## src/rtl/fft_input_commutator.sv

```systemverilog
// Radix-2 SDF input commutator: delay line on the b path, swap, delay line on line 1.
// Select comes from the accepted-sample frame counter; bypass passes samples straight through.
module fft_input_commutator #(
  parameter int WIDTH = 12,
  parameter int DEPTH = 4
) (
  input  logic                    clk,
  input  logic                    rst_n,
  input  logic signed [WIDTH-1:0] din_a,
  input  logic signed [WIDTH-1:0] din_b,
  input  logic                    in_valid,
  input  logic                    sync,
  input  logic                    bypass,
  output logic signed [WIDTH-1:0] out1,
  output logic signed [WIDTH-1:0] out2,
  output logic                    out_valid
);

  localparam int KW = $clog2(2 * DEPTH);
  localparam int CW = $clog2(DEPTH + 1);

  typedef logic signed [WIDTH-1:0] smp_t;

  smp_t          bline [DEPTH];
  smp_t          lline [DEPTH];
  logic [KW-1:0] k;
  logic [KW-1:0] kcur;
  logic [CW-1:0] cnt;
  logic [CW-1:0] ccur;
  logic          take;
  logic          sel;
  logic          primed;
  smp_t          bd;
  smp_t          ld;
  smp_t          line1;
  smp_t          line2;

  // sync restarts both the frame index and the priming count on its own sample
  always_comb begin
    take   = in_valid & ~bypass;
    kcur   = sync ? '0 : k;
    ccur   = sync ? '0 : cnt;
    primed = (ccur == CW'(DEPTH));
    sel    = kcur[KW-1];
    bd     = bline[DEPTH-1];
    ld     = lline[DEPTH-1];
    line1  = sel ? bd : din_a;
    line2  = sel ? din_a : bd;
  end

  always_ff @(posedge clk or negedge rst_n) begin
    if (!rst_n) begin
      for (int i = 0; i < DEPTH; i++) begin
        bline[i] <= '0;
        lline[i] <= '0;
      end
    end else if (take) begin
      bline[0] <= din_b;
      lline[0] <= line1;
      for (int i = 1; i < DEPTH; i++) begin
        bline[i] <= bline[i-1];
        lline[i] <= lline[i-1];
      end
    end
  end

  always_ff @(posedge clk or negedge rst_n) begin
    if (!rst_n) begin
      k <= '0;
    end else if (take) begin
      k <= kcur + KW'(1);
    end
  end

  always_ff @(posedge clk or negedge rst_n) begin
    if (!rst_n) begin
      cnt <= '0;
    end else if (bypass) begin
      cnt <= '0;
    end else if (in_valid) begin
      cnt <= primed ? ccur : ccur + CW'(1);
    end
  end

  always_ff @(posedge clk or negedge rst_n) begin
    if (!rst_n) begin
      out1      <= '0;
      out2      <= '0;
      out_valid <= 1'b0;
    end else begin
      out_valid <= in_valid & (bypass | primed);
      if (in_valid) begin
        if (bypass) begin
          out1 <= din_a;
          out2 <= din_b;
        end else begin
          out1 <= ld;
          out2 <= line2;
        end
      end
    end
  end

endmodule

```

## config.mk

```make
export PLATFORM = sky130hd
export DESIGN_NAME = fft_input_commutator
export DESIGN_NICKNAME = d
export VERILOG_FILES = /design/src/rtl/fft_input_commutator.sv
export SDC_FILE = /design/constraint.sdc
export NUM_CORES = 1
export LEC_CHECK = 0
export BUFFER_PORTS_ARGS = -buffer_cell sky130_fd_sc_hd__buf_2
export CAP_MARGIN = 20
export CORE_MARGIN = 3
export CORE_UTILIZATION = 35
export DETAILED_ROUTE_END_ITERATION = 16
export GPL_ROUTABILITY_DRIVEN = 0
export HOLD_SLACK_MARGIN = 0.03
export SLEW_MARGIN = 20
export SYNTH_ARGS = -nofsm -noshare
export SYNTH_HDL_FRONTEND = slang
export SYNTH_SLANG_ARGS = --single-unit
```

## constraint.sdc

```tcl
create_clock -name clk -period 1.5 [get_ports clk]
set_input_delay 0 -clock clk [delete_from_list [all_inputs] [get_ports clk]]
set_output_delay 0 -clock clk [all_outputs]
set_load 0.01 [all_outputs]
```

==> results.toml <==
[routing]
drc = 0
vias = 3990
wirelength_um = 12100
drtIter0Drc = 284
ant_nets = 0
viasPerCell = 4.68
first_pass_iters = 5
wire_per_inst_um = 14.1

[timing]
setup-violations-final = 0
post-route-period-util_pct = 91.4
hold_violations = 0
rsz0062_at_grt = "no"
fin_worst_skew_ns = 0.0104
setup_tns_ns = 0
period_needed_ns = 1.37
whs_ns = 0.0257
maxSlewViolCount = 0
max_freq_mhz = 729
max_slew.worst_pin.slew_ns = 0.556
relSlewSlack_pct = 63.0

[worst_setup_path]
path_class = "reg -> reg"
cp-start-kind = "register"
cp_max_fo = 4
critPathCaptureType = "register"
cp_slowest_cell = "dfrtp_1"
max_stage_delay_ns = 0.40
path_cells = "and2b_1 -> inv_1 -> ha_1 -> nand2_1 -> mux2i_1 -> a211oi_1"
worst_ep_arrival_time_ns = 1.69
cp.required_ns = 1.82

[pwr]
p_total_mw = 10.1
seqPwrFrac_pct = 43.6
peakVddDrop_mv = 0.892
switchingPower_mw = 2.59
p_clk_share_pct = 42.8
p_leak_nw = 3.61
swShare_pct = 25.7
p_int_mw = 7.48
power.density_mw_per_mm2 = 1480
p_comb_share_pct = 13.6

[synth]
synth_compound_area_share_pct = 5.07
synth_area_leaders = "dfrtp_1, nand2_1, mux2i_1, o221ai_1, a21oi_1"
synthFlopType = "dfrtp_1"
synth_top_area_share_pct = 59.3
synth-xor-area-share_pct = 0
netlist_top_cells_count = "nand2_1, dfrtp_1, mux2i_1, inv_1, nor2_1"
yosysUniqueCellTypes = 26
ys_async_sr_fraction_pct = 100
synth_edf_count = 0
synth_area_sq_mm = 0.00536
netlist_instances = 571
yosys_warnings = 0
syn_nets = 603
yosys.cell_count.top_type = "nand2_1"
ys_seq_area_share_pct = 59.3
synth_seq_cells = 127
yosys.area_share.adder_pct = 0.700
syn_area_per_cell_sq_um = 9.39
synth_top_family_by_area = "simple AND/OR/NAND/NOR gates"
synth_simple_gate_area_share_pct = 22.3
synth.area.mux_share_pct = 7.10
synth_area_leader_cell = "dfrtp_1"

[global_route]
use_met3_pct = 4.30
grt_pass1_vias = 4012
grt_pass1_wl_um = 20000
antenna_found_initial = 0
grt_usage_pct = 15.3
grt_max_degree = 78
grt.overflow.total = 0
grt_use_met2_pct = 23.9
grt.busiest_layer = "met2"
use_met1_pct = 20.6

[floorplan]
rows = 44
core-area_sq_mm = 0.0148
dieArea_sq_mm = 0.0168
start_util_pct = 36.3
io-pin-count = 54
die_height_um = 130
die_w_um = 130

[placement]
port_buffers = 53
hpwl_um = 7660

[layout]
area_growth_syn_to_layout_pct = 26.5
utilization_pct = 46.0
n_antenna_cell = 0
fin_nets = 688
drive_gt1_share_pct = 14.9

[outcome]
status = "complete, no violations"

[clock_tree]
worstSkewPairLatency_ns = 0.42
cts_max_path_buffers = 2
cts_root_buf = "clkbuf_16"
cts.sinks = 127
clk_pin_slew_worst_paths_ns = 0.06
cts_buffers = 17
ctsHtreeMaxLevel = 4
cts_tree = "done"

[flow_run]
maxCapViolations = 0

[worst_hold_path]
hold_class = "in -> async"
==> flip-flops by register name, indices dropped and copies added (netlist names) <==
register,cells
out2,12
bline,36
ld,12
k,3
cnt,3
out1,12
out_valid,1
lline,36
bd,12
==> worst max-delay path, delay by kind of cell, from the launching register on <==
family | cells | cell delay (ns)
flops | 1 | 0.40
simple gates | 2 | 0.28
compound gates | 1 | 0.23
fa+ha+maj | 1 | 0.18
mux | 1 | 0.12
buf+inv | 1 | 0.07
==> power groups by stage <==
stage | registers (mW) | logic (mW) | clock network [mW]
2_1_floorplan | 4.41 | 0.844 | 0
3_3_place_gp | 4.43 | 1.26 | 0
3_5_place_dp | 4.45 | 1.30 | 0
4_1_cts | 4.40 | 1.39 | 4.38
5_1_grt | 4.47 | 1.57 | 4.56
6_report | 4.39 | 1.37 | 4.31
==> final timing paths <==
| kind | startpoint | slack [ns] | to | cells after the start |
|---|---|---|---|---|
| worst max-delay path | cnt[0]$_DFFE_PN0P_ | 0.13 | cnt[0]$_DFFE_PN0P_ | 6 |
| worst min-delay path | rst_n | 0.03 | out2[10]$_DFFE_PN0P_ | 2 |
| worst max register to register | cnt[0]$_DFFE_PN0P_ | 0.13 | cnt[0]$_DFFE_PN0P_ | 6 |
| worst min register to register | lline[37]$_DFFE_PN0P_ | 0.46 | lline[25]$_DFFE_PN0P_ | 2 |
| max in group asynchronous | rst_n | 0.83 | lline[36]$_DFFE_PN0P_ | 3 |
| min in group clk | din_a[10] | 0.04 | out2[10]$_DFFE_PN0P_ | 3 |
==> cells in the final DEF, fill, tap and decap left out, drive strengths merged <==
| cell | synthesis | final |
|---|---|---|
| o21ai | 14 | 14 |
| nor2 | 16 | 16 |
| o21a | 1 | 1 |
| ha | 3 | 3 |
| nand2b | 2 | 2 |
| o221ai | 12 | 12 |
| o311ai | 1 | 1 |
| and2b | 3 | 3 |
| nand2 | 272 | 272 |
| clkinvlp | 0 | 2 |
| mux2i | 38 | 38 |
| nor2b | 1 | 1 |
| o211ai | 1 | 1 |
| a21oi | 13 | 13 |
| clkinv | 0 | 6 |
| dlygate4sd3 | 0 | 36 |
| a211oi | 1 | 1 |
| clkbuf | 14 | 20 |
| buf | 22 | 66 |
| dfrtp | 127 | 127 |
| nand3 | 13 | 13 |
| bufinv | 0 | 4 |
| inv | 17 | 17 |
==> cell type report <==
class                           count  area [sq um]
Fill cell                        1421          7970
Sequential cell                   127          3180
Multi-Input combinational cell    391          1900
Timing Repair Buffer              102           788
Clock buffer                       20           457
Tap cell                          184           230
Clock inverter                     12           165
Inverter                           17          63.8
==> cells by family after synthesis <==
kind of cell	after synthesis
AOI/OAI and AO/OA	43
and+or+nand+nor	307
muxes	38
DFF	127
buffers and inverters	53
adders and majority gates	3
==> repair_timing <==
item / CTS / global route
hold buffers: 36 / 0
endpoints found under the hold margin: 185 / 0
endpoints found under the setup margin: 0 / 1
setup buffers: 0 / 0
gates resized for setup: 0 / 1
==> metrics by stage <==
| stage | instance area [sq um] | setup WS [ns] | instances |
|---|---|---|---|
| 2_1_floorplan | 5360 | 0.281 | 571 |
| 3_3_place_gp | 5800 | 0.168 | 785 |
| 3_5_place_dp | 5800 | 0.0879 | 785 |
| 4_1_cts | 6780 | 0.0818 | 853 |
| 5_1_grt | 6780 | 0.0496 | 853 |
| 6_report | 6780 | 0.129 | 853 |
==> per-layer routing <==
layer / part of all wire [%] / up-vias
met3: 5.1 / 13
met4: 1.5 / 0
met2: 47 / 87
met1: 47 / 1904
li1: - / 1986
met5: 0 / -
Power figures use the tool's default switching activity.
